===== src/rtl/riscv_fetch.sv =====
// Instruction fetch unit: issues sequential reads to a 1-cycle-latency instruction RAM
// and queues returned words with their PCs in a small FIFO for decode.
module riscv_fetch #(
    parameter logic [31:0] RESET_PC = 32'h0000_0000,
    parameter int          DEPTH    = 4
) (
    input  logic        clk,
    input  logic        reset,
    output logic        mem_re_o,
    output logic [31:0] mem_addr_o,
    input  logic [31:0] mem_data_i,
    input  logic        redirect_i,
    input  logic [31:0] redirect_pc_i,
    output logic        inst_valid_o,
    output logic [31:0] inst_o,
    output logic [31:0] inst_pc_o,
    input  logic        inst_ready_i,
    output logic        fault_o
);

    localparam int PTR_W = $clog2(DEPTH);
    localparam int CNT_W = PTR_W + 1;
    localparam logic [CNT_W:0] DEPTH_L = (CNT_W + 1)'(DEPTH);

    typedef enum logic [1:0] {
        IDLE = 2'd0,
        RUN  = 2'd1,
        HALT = 2'd2
    } state_t;

    state_t             state_r;
    logic [31:0]        pc_r;
    logic [31:0]        inflight_pc_r;
    logic               inflight_r;
    logic               fault_r;
    logic [PTR_W-1:0]   wr_ptr_r;
    logic [PTR_W-1:0]   rd_ptr_r;
    logic [CNT_W-1:0]   count_r;
    logic [31:0]        inst_mem_r [DEPTH];
    logic [31:0]        pc_mem_r   [DEPTH];

    logic               valid_s;
    logic               pop_s;
    logic               push_s;
    logic               issue_s;
    logic               redirect_s;
    logic               misaligned_s;
    logic [CNT_W:0]     occ_s;
    logic [CNT_W:0]     lim_s;

    // Handshake, issue and redirect decode; reset forces every output quiet.
    always_comb begin
        valid_s      = (count_r != {CNT_W{1'b0}}) && !reset;
        pop_s        = valid_s && inst_ready_i;
        redirect_s   = (state_r == RUN) && redirect_i && !reset;
        misaligned_s = redirect_s && (redirect_pc_i[1:0] != 2'b00);
        push_s       = inflight_r && !redirect_s;
        // An issue must leave room for itself after counting the response already in flight.
        occ_s        = {1'b0, count_r} + {{CNT_W{1'b0}}, inflight_r};
        lim_s        = DEPTH_L + {{CNT_W{1'b0}}, pop_s};
        issue_s      = !reset && (state_r == RUN) && !redirect_i && (occ_s < lim_s);
    end

    // Output drive: request address and head entry are zero whenever not valid.
    always_comb begin
        mem_re_o     = issue_s;
        inst_valid_o = valid_s;
        fault_o      = fault_r && !reset;
        if (issue_s) begin
            mem_addr_o = pc_r;
        end else begin
            mem_addr_o = 32'h0000_0000;
        end
        if (valid_s) begin
            inst_o    = inst_mem_r[rd_ptr_r];
            inst_pc_o = pc_mem_r[rd_ptr_r];
        end else begin
            inst_o    = 32'h0000_0000;
            inst_pc_o = 32'h0000_0000;
        end
    end

    // FSM, fetch pointer, in-flight tracking and buffer state.
    always_ff @(posedge clk) begin
        if (reset) begin
            state_r       <= IDLE;
            pc_r          <= RESET_PC;
            inflight_pc_r <= 32'h0000_0000;
            inflight_r    <= 1'b0;
            fault_r       <= 1'b0;
            wr_ptr_r      <= {PTR_W{1'b0}};
            rd_ptr_r      <= {PTR_W{1'b0}};
            count_r       <= {CNT_W{1'b0}};
            for (int i = 0; i < DEPTH; i++) begin
                inst_mem_r[i] <= 32'h0000_0000;
                pc_mem_r[i]   <= 32'h0000_0000;
            end
        end else begin
            case (state_r)
                IDLE: state_r <= RUN;
                RUN: begin
                    if (misaligned_s) begin
                        state_r <= HALT;
                        fault_r <= 1'b1;
                    end else begin
                        state_r <= RUN;
                    end
                end
                HALT:    state_r <= HALT;
                default: state_r <= IDLE;
            endcase

            if (redirect_s) begin
                // Redirect wins over push/pop: flush queue and forget the outstanding response.
                count_r    <= {CNT_W{1'b0}};
                wr_ptr_r   <= {PTR_W{1'b0}};
                rd_ptr_r   <= {PTR_W{1'b0}};
                inflight_r <= 1'b0;
                if (!misaligned_s) begin
                    pc_r <= redirect_pc_i;
                end
            end else begin
                inflight_r <= issue_s;
                if (issue_s) begin
                    inflight_pc_r <= pc_r;
                    pc_r          <= pc_r + 32'd4;
                end
                if (push_s) begin
                    inst_mem_r[wr_ptr_r] <= mem_data_i;
                    pc_mem_r[wr_ptr_r]   <= inflight_pc_r;
                    wr_ptr_r             <= wr_ptr_r + PTR_W'(1);
                end
                if (pop_s) begin
                    rd_ptr_r <= rd_ptr_r + PTR_W'(1);
                end
                case ({push_s, pop_s})
                    2'b10:   count_r <= count_r + CNT_W'(1);
                    2'b01:   count_r <= count_r - CNT_W'(1);
                    default: count_r <= count_r;
                endcase
            end
        end
    end

endmodule


===== config.mk =====
export PLATFORM = sky130hd
export DESIGN_NAME = riscv_fetch
export DESIGN_NICKNAME = d
export VERILOG_FILES = /design/src/rtl/riscv_fetch.sv
export SDC_FILE = /design/constraint.sdc
export NUM_CORES = 1
export LEC_CHECK = 0
export ABC_CLOCK_PERIOD_IN_PS = 12700
export CAP_MARGIN = 30
export CORE_UTILIZATION = 54
export CTS_CLUSTER_DIAMETER = 150
export DETAILED_ROUTE_END_ITERATION = 6
export GPL_ROUTABILITY_DRIVEN = 0
export PLACE_DENSITY = 0.87
export SLEW_MARGIN = 15
export SYNTH_ARGS = -nofsm -noshare
export SYNTH_HDL_FRONTEND = slang
export SYNTH_SLANG_ARGS = --single-unit

===== constraint.sdc =====
create_clock -name clk -period 12.7 [get_ports clk]
set_input_delay 1.905 -clock clk [delete_from_list [all_inputs] [get_ports clk]]
set_output_delay 1.905 -clock clk [all_outputs]
set_load 0.01 [all_outputs]

==> reports/results.txt <==
count of final setup violators: 0
clk root buf: clkbuf_16
crit share post-route: 54.4%
Num CTS Buffers: 36
final net count: 1421
GRT Residual Overflow: 0
Most used DFF post-synth: edfxtp_1
clock latency on the worst-skew pair: 0.51 ns
GR Util met1: 33.8%
PortBufs: 166
# hold bufs at CTS: 0
H-Tree Depth: 2
Slew Limit Fails: 0
Setup Skew: 0.0152 ns
final antenna-violating net count: 0
initial antenna violation count: 0
Initial Util: 54.8%
synthesis-to-layout area growth: 22.1%
relative slew slack: 37.3%
Max Cap Viol: 0
kind of critical path: in2out
core area: 0.0277 mm²
critical path peak fanout: 36
ANT cells: 0
outcome: complete, no violations
Global Route met2 Usage: 42.9%
VDD IR-drop max: 0.0883 mV
Register-to-Register Path Depth: 9
Worst setup EP type: primary output
Die W: 170 µm
reg2reg start: inflight_r$_SDFF_PP0_
post-CTS sizing: 0
Arr. time, crit path: 5.00 ns
Detailed Route Iter0 Violations: 1141
Post-Synth XOR/XNOR Area: 0.403%
Pwr Density: 133 mW/mm²
via count: 10100
Die ar.: 0.0288 mm²
die height: 170 µm
Post-CTS Setup Repair Bufs: 0
share of cells above drive strength 1: 11.5%
worst flop-to-flop path endpoint: pc_r[16]$_SDFFE_PP0P_
total track usage: 25.5%
P_leak: 6.72 nW
io pins: 167
Post-Synthesis Cell Area: 0.0152 mm²
final count of hold timing violations: 0
# clock sinks: 333
vias in the first global route: 10300
Worst Setup SP: redirect_i
Fmax: 145 MHz
top post-synthesis cells by area: edfxtp_1 51%, and2_1 13%, dfxtp_1 10%, mux4_2 9.5%, nand2_1 2.5%
Post-Layout Inst Area: 0.0186 mm²
Synth Area in Compound Gates: 5.70%
asr flop ratio synth: 0%
HPWL Detailed: 21600 µm
Mapped Nets: 1282
CP Data Required Time: 10.80 ns
RSZ-0062 raised after global routing: no
met3 track demand over resource: 4.36%
CTS tree: yes
largest net degree at the start of global routing: 71
simple-gate share of the synthesized area: 19.8%
Critical Path Source Type: primary input
CP Capture Point: mem_addr_o[30]
main combinational cell family by area after synthesis: simple AND/OR/NAND/NOR gates
placed cell areas: 0.0173 mm²
syn avg cell area: 12.6 µm²
mux cell area share after synthesis: 9.49%
routed wire length: 35900 µm
Max Root-Sink Buffers: 3
Avg Vias per Cell: 5.79
Hold Crit Class: reg2reg
Post-synth EDFFs: 256
hold_ws: 0.477 ns
setup TNS: 0 ns
first-pass GRT wire length: 55900 µm
sequential-to-total area share from yosys stat: 60.7%
gr busiest metal: met2
Post-route DRC: 0
minimum clock period: 6.91 ns
Detailed Routing Iterations Pass 1: 5
Synth warnings: 0
post-synthesis adder-cell area fraction: 0.461%
register bit total from synthesis: 333
flop-to-flop setup slack: 9.66 ns
cell taking the most area after synthesis: edfxtp_1
# rows: 61
WL/cell: 20.5 µm
post-layout util: 67.0%
Synth top area share: 50.6%
cell count after synthesis: 1209
worst slew pin tran: 0.931 ns
Worst-path clk slew: 0.06 ns
Synth cell types: 59
==> flip-flops by register name, summed over array words and instances (netlist names), 2 cells and up, named ones only <==
| signal | count |
|---|---|
| count_r | 3 |
| inflight_pc_r | 32 |
| inst_mem_r | 128 |
| pc_mem_r | 128 |
| pc_r | 32 |
| rd_ptr_r | 2 |
| state_r | 2 |
| wr_ptr_r | 2 |
==> synth_stat cells (4+ instances only) <==
library cell	number
a21o_1	5
a21oi_1	62
a31oi_1	6
and2_1	321
and3_1	6
buf_2	12
clkbuf_1	67
dfxtp_1	77
edfxtp_1	256
ha_1	4
inv_1	50
mux4_2	64
nand2_1	102
nand3_1	14
nand4_1	14
nor2_1	33
nor3_1	9
nor3b_1	5
nor4_1	5
o21ai_0	16
o31a_1	4
o32ai_1	8
or2_2	5
xor2_1	5
==> cell families (layout without fill, tap and decap cells) <==
| logic type | after synthesis | after routing |
|---|---|---|
| simple gates | 532 | 532 |
| flops | 333 | 333 |
| compound gates | 135 | 135 |
| buf+inv | 133 | 298 |
| mux | 64 | 64 |
| xor+xnor | 7 | 7 |
| fa+ha+maj | 5 | 5 |
==> final cells by class <==
type / instances / area (µm²)
sequential: 333 / 9240
multi-input combinational: 743 / 5500
timing repair buffer: 183 / 1880
clock buffer: 46 / 1010
tap: 378 / 473
fill: 1955 / 9150
clock inverter: 18 / 260
inverter: 51 / 191
==> worst min path at each step <==
stage                                    start  slack, ns  depth (start not counted)                            end
final                     pc_r[0]$_SDFFE_PP0P_       0.48                          1           pc_r[0]$_SDFFE_PP0P_
after floorplan           pc_r[0]$_SDFFE_PP0P_       0.45                          2  inflight_pc_r[0]$_SDFFE_PP0P_
after global routing      pc_r[1]$_SDFFE_PP0P_       0.50                          1           pc_r[1]$_SDFFE_PP0P_
after detailed placement  pc_r[1]$_SDFFE_PP0P_       0.47                          1           pc_r[1]$_SDFFE_PP0P_
after global placement    pc_r[1]$_SDFFE_PP0P_       0.47                          1           pc_r[1]$_SDFFE_PP0P_
after CTS                 pc_r[1]$_SDFFE_PP0P_       0.48                          1           pc_r[1]$_SDFFE_PP0P_
==> per-stage QoR <==
stage                     power [mW]  setup WS [ns]  instances
after floorplan                 1.31           4.82       1209
after global placement          1.37           5.69       1682
after detailed placement        1.38           5.95       1687
after CTS                       2.48           5.90       1751
after global routing            2.54           5.67       1752
final                           2.47           5.79       1752
==> cells in the final DEF, fill, tap and decap left out, types with 14 or more instances in the layout <==
cell,instances
and2_1,321
edfxtp_1,256
clkdlybuf4s50_1,165
nand2_1,102
dfxtp_1,75
mux4_2,64
a21oi_1,62
inv_1,50
clkbuf_16,38
nor2_1,31
o21ai_0,16
nand4_1,14
nand3_1,14
==> metal layers <==
layer	part of all wire, %	vias to the layer above	routed length, µm
li1	-	4609	-
met1	40	5000	14400
met2	49	459	17700
met3	8.1	70	2920
met4	2.4	0	858
met5	0	-	0
==> power breakdown <==
group / leakage [nW] / switching (mW) / internal (mW)
clock: 0.628 / 0.410 / 0.703
combinational: 2.83 / 0.0728 / 0.0573
sequential: 3.26 / 0.0156 / 1.21
total: 6.72 / 0.498 / 1.97
==> critical path, cell delays in order <==
cell and delay [ns]:
clkdlybuf4s50_1 0.48, nor4b_1 0.41, nor2b_1 0.48, nand2_4 0.40, clkinv_1 0.35, buf_16 0.21, nand2_1 0.11, inv_1 0.09
clkdlybuf4s50_1 0.54
Power figures use the tool's default switching activity.
